===== src/rtl/square_rr_scheduler.sv =====
`default_nettype none
// ============================================================================
//  Module   : square_rr_scheduler
//  Purpose  : Round-robin scheduler sharing one squaring datapath between
//             NREQ requesters. Arbitrates requests, latches the winner's
//             operand, squares it and returns the 2W-bit result tagged with
//             the requester index.
//  Revision : 1.0 - initial release
// ----------------------------------------------------------------------------
//  Ports
//    clk      in   1        rising-edge clock
//    rst_n    in   1        synchronous active-low reset
//    req      in   NREQ     per-requester request level
//    operand  in   NREQ*W   flattened operands, requester i at [i*W +: W]
//    gnt      out  NREQ     one-hot acceptance pulse (one cycle)
//    busy     out  1        high while the FSM is not IDLE
//    done     out  1        result-valid pulse (one cycle)
//    done_id  out  IDW      requester index belonging to result
//    result   out  2*W      square of the accepted operand (held until next done)
// ----------------------------------------------------------------------------
//  Build option
//    SQ_FAST_EN  defined   : single-cycle CALC using a combinational multiply
//                undefined : W-cycle shift-add iteration, no multiplier
// ============================================================================
module square_rr_scheduler #(
   parameter int NREQ = 4,
   parameter int W    = 8,
   parameter int IDW  = 2
) (
   input  logic                 clk,
   input  logic                 rst_n,
   input  logic [NREQ-1:0]      req,
   input  logic [NREQ*W-1:0]    operand,
   output logic [NREQ-1:0]      gnt,
   output logic                 busy,
   output logic                 done,
   output logic [IDW-1:0]       done_id,
   output logic [2*W-1:0]       result
);

   typedef enum logic [1:0] {
      IDLE = 2'd0,
      CALC = 2'd1,
      DONE = 2'd2
   } state_t;

   state_t            state;
   logic [W-1:0]      op_q;
   logic [IDW-1:0]    id_q;
   logic [IDW-1:0]    ptr;       // index of the most recently served requester

   // ------------------------------------------------------------------------
   // Round-robin pick: scan ptr+1, ptr+2, ... with natural IDW-bit wrap
   // (NREQ is a power of two). The final step k=NREQ lands back on ptr, so
   // the last served requester has the lowest priority.
   // ------------------------------------------------------------------------
   logic [IDW-1:0]    winner;
   logic [IDW-1:0]    cand;
   logic              any_req;
   logic [W-1:0]      win_op;

   always_comb begin
      winner  = '0;
      cand    = '0;
      any_req = 1'b0;
      for (int k = 1; k <= NREQ; k++) begin
         cand = ptr + IDW'(k);
         if (!any_req && req[cand]) begin
            winner  = cand;
            any_req = 1'b1;
         end
      end
      win_op = operand[int'(winner)*W +: W];
   end

   // Zero-extended operand so every product term is computed at 2W bits,
   // which is wide enough that the running sum never overflows.
   logic [2*W-1:0]    op_ext;
   assign op_ext = {{W{1'b0}}, op_q};

`ifdef SQ_FAST_EN
   // Whole square in one CALC cycle; it goes straight into result, so no
   // separate accumulator is kept.
   logic [2*W-1:0]    sq;
   assign sq = op_ext * op_ext;
`else
   localparam int          CW       = (W > 1) ? $clog2(W) : 1;
   localparam logic [CW-1:0] CNT_LAST = CW'(W - 1);

   logic [CW-1:0]     cnt;
   logic [2*W-1:0]    acc;
   logic [2*W-1:0]    partial;
   logic [2*W-1:0]    acc_nxt;

   // One shift-add step: add op << cnt when bit cnt of the operand is set.
   assign partial = op_q[cnt] ? (op_ext << cnt) : '0;
   assign acc_nxt = acc + partial;
`endif

   // ------------------------------------------------------------------------
   // Control FSM with registered outputs. gnt and done default low every
   // cycle so each is a single-cycle pulse.
   // ------------------------------------------------------------------------
   always_ff @(posedge clk) begin
      if (!rst_n) begin
         state   <= IDLE;
         gnt     <= '0;
         busy    <= 1'b0;
         done    <= 1'b0;
         done_id <= '0;
         result  <= '0;
         op_q    <= '0;
         id_q    <= '0;
         ptr     <= IDW'(NREQ - 1);   // requester 0 has first priority
`ifndef SQ_FAST_EN
         acc     <= '0;
         cnt     <= '0;
`endif
      end else begin
         gnt  <= '0;
         done <= 1'b0;
         case (state)
            IDLE: begin
               if (any_req) begin
                  op_q  <= win_op;
                  id_q  <= winner;
                  gnt   <= {{(NREQ-1){1'b0}}, 1'b1} << winner;
                  busy  <= 1'b1;
                  state <= CALC;
`ifndef SQ_FAST_EN
                  acc   <= '0;
                  cnt   <= '0;
`endif
               end
            end

            CALC: begin
`ifdef SQ_FAST_EN
               result  <= sq;
               done_id <= id_q;
               done    <= 1'b1;
               state   <= DONE;
`else
               acc <= acc_nxt;
               cnt <= cnt + 1'b1;
               // result is loaded with the final sum on the edge that
               // enters DONE so that done and result appear together.
               if (cnt == CNT_LAST) begin
                  result  <= acc_nxt;
                  done_id <= id_q;
                  done    <= 1'b1;
                  state   <= DONE;
               end
`endif
            end

            DONE: begin
               // req is deliberately not sampled here: the next acceptance
               // happens from IDLE, giving W+2 cycles per square.
               ptr   <= id_q;
               busy  <= 1'b0;
               state <= IDLE;
            end

            default: begin
               busy  <= 1'b0;
               state <= IDLE;
            end
         endcase
      end
   end

endmodule
`default_nettype wire


===== config.mk =====
export PLATFORM = sky130hd
export DESIGN_NAME = square_rr_scheduler
export DESIGN_NICKNAME = d
export VERILOG_FILES = /design/src/rtl/square_rr_scheduler.sv
export SDC_FILE = /design/constraint.sdc
export NUM_CORES = 1
export LEC_CHECK = 0
export ABC_AREA = 0
export BUFFER_PORTS_ARGS = -buffer_cell sky130_fd_sc_hd__buf_2
export CORE_ASPECT_RATIO = 1.2
export CORE_MARGIN = 8
export CORE_UTILIZATION = 50
export DETAILED_ROUTE_END_ITERATION = 8
export PLACE_DENSITY_LB_ADDON = 0.05
export SLEW_MARGIN = 20
export SYNTH_ARGS = -nofsm -noshare
export SYNTH_HDL_FRONTEND = slang
export SYNTH_SLANG_ARGS = --single-unit
export TNS_END_PERCENT = 10

===== constraint.sdc =====
create_clock -name clk -period 8.15 [get_ports clk]
set_input_delay 0.4075 -clock clk [delete_from_list [all_inputs] [get_ports clk]]
set_output_delay 0.4075 -clock clk [all_outputs]
set_load 0.01 [all_outputs]

==> reports/results.md <==
| Stage | Item | This run |
|:---|:---|:---|
| clock network | Count of cells resized by post-cts repair | 0 |
| routing | Detailed-route vias per instance | 5.678 |
| status | Run status | complete, no violations |
| clock network | Maximum level of the CTS H-tree | 3 |
| cells and area | End-of-flow core utilization | 0.5892 |
| yosys | Avg Inst Size Synth | 8.031 um2 |
| grt | Number of antenna violations at the first check in global routing | 0 |
| routing | Antenna viol nets, final | 0 |
| die | Die height | 107.0 um |
| sta | Relative max-transition margin | 0.2056 |
| routing | Detailed Route Iter0 Violations | 98 |
| run | Max-cap violation count | 0 |
| place | Post-detail-place hpwl | 6635 um |
| yosys | Net count after synthesis | 486 |
| sta | Post-route minimum period | 3.679 ns |
| cells and area | Number of fill cells in the layout | 653 |
| cells and area | Fraction of final layout cells with drive strength greater than 1 | 0.2100 |
| sta | Worst setup margin | 4.471 ns |
| sta | Final setup violating endpoints | 0 |
| pwr | Maximum vdd ir drop | 155.2 uV |
| yosys | Synth cell types | 47 |
| die | Die X | 91.87 um |
| sta | Transition time at the pin with the least slew margin | 1.183 ns |
| pwr | Leakage | 1.705 nW |
| clock network | Cts bufs inserted | 9 |
| critical path | Critical path fanouts, max | 23 |
| grt | Maximum number of pins on one net before global-route repair | 31 |
| yosys | Area of the mapped netlist | 0.003453 mm2 |
| routing | Total number of vias | 3,225 |
| cells and area | Post-synthesis to final-layout area growth | 15.54% |
| sta | Fin Hold WS | 0.4497 ns |
| die | Die Outline Area | 0.009833 mm2 |
| die | Initial Util | 0.5100 |
| sta | Setup repair after global routing missed its margin | no |
| clock network | TritonCTS clock tree | built |
| grt | Via count of the first global-routing pass | 3,287 |
| place | Final GP Congestion | 0.8904 |
| sta | Worst clock skew on the final layout | 0.007830 ns |
| sta | Number of failing hold endpoints at the final stage | 0 |
| clock network | Count of hold buffers inserted by post-cts repair | 0 |
| clock network | Post-CTS clock slew at the launch and capture registers of the worst setup and hold paths | 0.07 ns |
| worst hold path | Hold WC Path Type | flop to flop |
| cells and area | Antenna diode count | 0 |
| critical path | Kind of start point of the critical path | flop |
| critical path | Worst setup path class | flop to flop |
| critical path | Signal arrival time at the worst endpoint | 3.89 ns |
| critical path | Req. time, crit path | 8.36 ns |
| cells and area | Most frequent cells in the layout | nand2_1, buf_2, dfxtp_1 |
| yosys | Sequential-to-total area share from yosys stat | 0.3304 |
| clock network | Maximum buffer depth of the clock tree | 2 |
| place | Port Buf Inserts | 61 |
| die | Area of the placeable core | 0.006771 mm2 |
| critical path | Worst Setup End Kind | flop |
| place | Setup Slack @ Placement | 4.506 ns |
| grt | Wire length of the first global-routing pass | 15,190 um |
| die | Number of primary I/O pins | 62 |
| yosys | Warning count from the yosys run | 0 |
| sta | Maximum clock frequency | 271.8 MHz |
| sta | Setup TNS Final | 0 ns |
| cells and area | Area used by multi-input combinational logic | 0.002181 mm2 |
| routing | Wire length per cell | 15.48 um |
| clock network | Clock latency reported for the late side of the worst-skew pair | 0.34 ns |
| clock network | Clock sink count | 57 |
| clock network | CTS Root Buffer Type | clkbuf_8 |
| routing | Total detailed-routing wirelength | 8793 um |
| sta | Final-report max-slew violation count | 0 |
| routing | DR pass1 iterations | 4 |
| routing | Post-route DRC violation count | 0 |
| cells and area | FF/Latch Area | 0.001141 mm2 |
| grt | Total gr overflow | 0 |
| pwr | Power density over cell area | 168.5 mW/mm2 |
| cells and area | NumNets Final | 533 |
| sta | Final worst-path cycle share | 0.4515 |
| cells and area | Most common library cell in the layout ignoring fill and taps | nand2_1 |
| yosys | Cell count after synthesis | 430 |
| yosys | Post-synthesis register bit count | 57 |
| clock network | Number of post-CTS setup repair buffers | 0 |
| grt | GRT Total Usage | 0.1898 |
| die | Standard-cell row count | 33 |
==> final cells by class <==
| type | instances | area share |
|---|---|---|
| clock inverter | 5 | 0.01976 |
| tap | 87 | 0.02728 |
| sequential | 57 | 0.2860 |
| clock buffer | 10 | 0.03449 |
| timing repair buffer | 63 | 0.08028 |
| inverter | 6 | 0.005644 |
| multi-input combinational | 340 | 0.5466 |
==> synth_stat cells (all sizes together) <==
cell / instances / area [um2]
a211o: 4 / 35.03
a21oi: 43 / 219.0
o21ai: 20 / 107.6
o21a: 3 / 22.52
o21ba: 1 / 10.01
and3: 1 / 6.260
clkbuf: 21 / 78.83
o211ai: 5 / 37.54
nand3: 29 / 145.1
buf: 6 / 30.03
and4: 2 / 17.52
a221o: 1 / 11.26
a22oi: 2 / 15.01
o31ai: 1 / 12.51
nor3b: 2 / 15.01
o311ai: 1 / 16.27
a32oi: 2 / 17.52
mux4: 10 / 225.2
nand2: 79 / 296.5
o21bai: 1 / 7.510
and2: 2 / 12.51
fa: 1 / 20.02
a31oi: 6 / 52.55
mux2i: 9 / 90.09
nand4b: 1 / 8.760
mux2: 5 / 56.30
nand3b: 1 / 7.510
nor3: 10 / 50.05
a21o: 6 / 45.04
a21boi: 2 / 15.02
o22a: 1 / 8.760
nor2: 39 / 146.4
or3: 1 / 6.260
xnor2: 10 / 87.58
inv: 6 / 22.52
a211oi: 5 / 37.54
nand4: 3 / 18.77
dfxtp: 57 / 1141
nor2b: 6 / 37.54
nand2b: 8 / 50.05
ha: 17 / 212.7
==> metrics by stage <==
stage / instances / instance area [um2] / power (mW)
CTS: 568 / 3990 / 0.6774
floorplan: 430 / 3453 / 0.3604
global placement: 553 / 3774 / 0.3834
finish: 568 / 3990 / 0.6722
detailed placement: 553 / 3774 / 0.3844
global route: 568 / 3990 / 0.7042
==> final timing paths <==
| path | from | endpoint | slack, ns | cells after the start |
|---|---|---|---|---|
| hold / removal | done_id[1] | done_id[1] | 0.45 | 2 |
| setup / recovery | cnt[0] | result[10] | 4.47 | 11 |
| hold reg to reg | done_id[1] | done_id[1] | 0.45 | 2 |
| setup reg to reg | cnt[0] | result[10] | 4.47 | 11 |
==> report_power, final <==
group	switching (mW)	internal, mW
clock network	0.115	0.179
logic	0.0448	0.0360
registers	0.0110	0.286
total	0.171	0.501
==> worst max-delay path, cell delays in order, from the launching register on <==
cell and delay, ns:
dfxtp_1 0.83, mux4_2 0.59, nand2_1 0.11, and2_1 0.26
nor2_1 0.08, ha_1 0.37, o211ai_1 0.11, o21a_1 0.22
a221o_2 0.48, a21boi_0 0.28, a211o_1 0.15, a21oi_1 0.06
==> state kept, by name (all words and copies together), names as in the netlist, 3 cells and up <==
register / flops
acc: 16
cnt: 3
gnt: 4
op_q: 8
result: 16
==> cells by family (layout without fill, tap and decap cells) <==
| family | after synthesis | after routing | synth area share |
|---|---|---|---|
| adder cells (fa/ha/maj) | 18 | 18 | 0.06739 |
| buffers and inverters | 33 | 84 | 0.03804 |
| XOR/XNOR | 10 | 10 | 0.02536 |
| AO/OA/AOI/OAI | 104 | 104 | 0.1942 |
| flip-flops | 57 | 57 | 0.3304 |
| AND/OR/NAND/NOR | 184 | 184 | 0.2370 |
| multiplexers | 24 | 24 | 0.1076 |
==> metal layers <==
layer / track usage / share of wire / vias to the layer above / wire (um)
met3: 0.04892 / 0.059 / 18 / 516
met1: 0.2096 / 0.43 / 1479 / 3739
li1: - / - / 1627 / -
met4: 0.1061 / 0.032 / 0 / 280
met5: 0 / 0 / - / 0
met2: 0.3245 / 0.48 / 101 / 4256
Note: power is estimated with default switching activity, not from simulation.
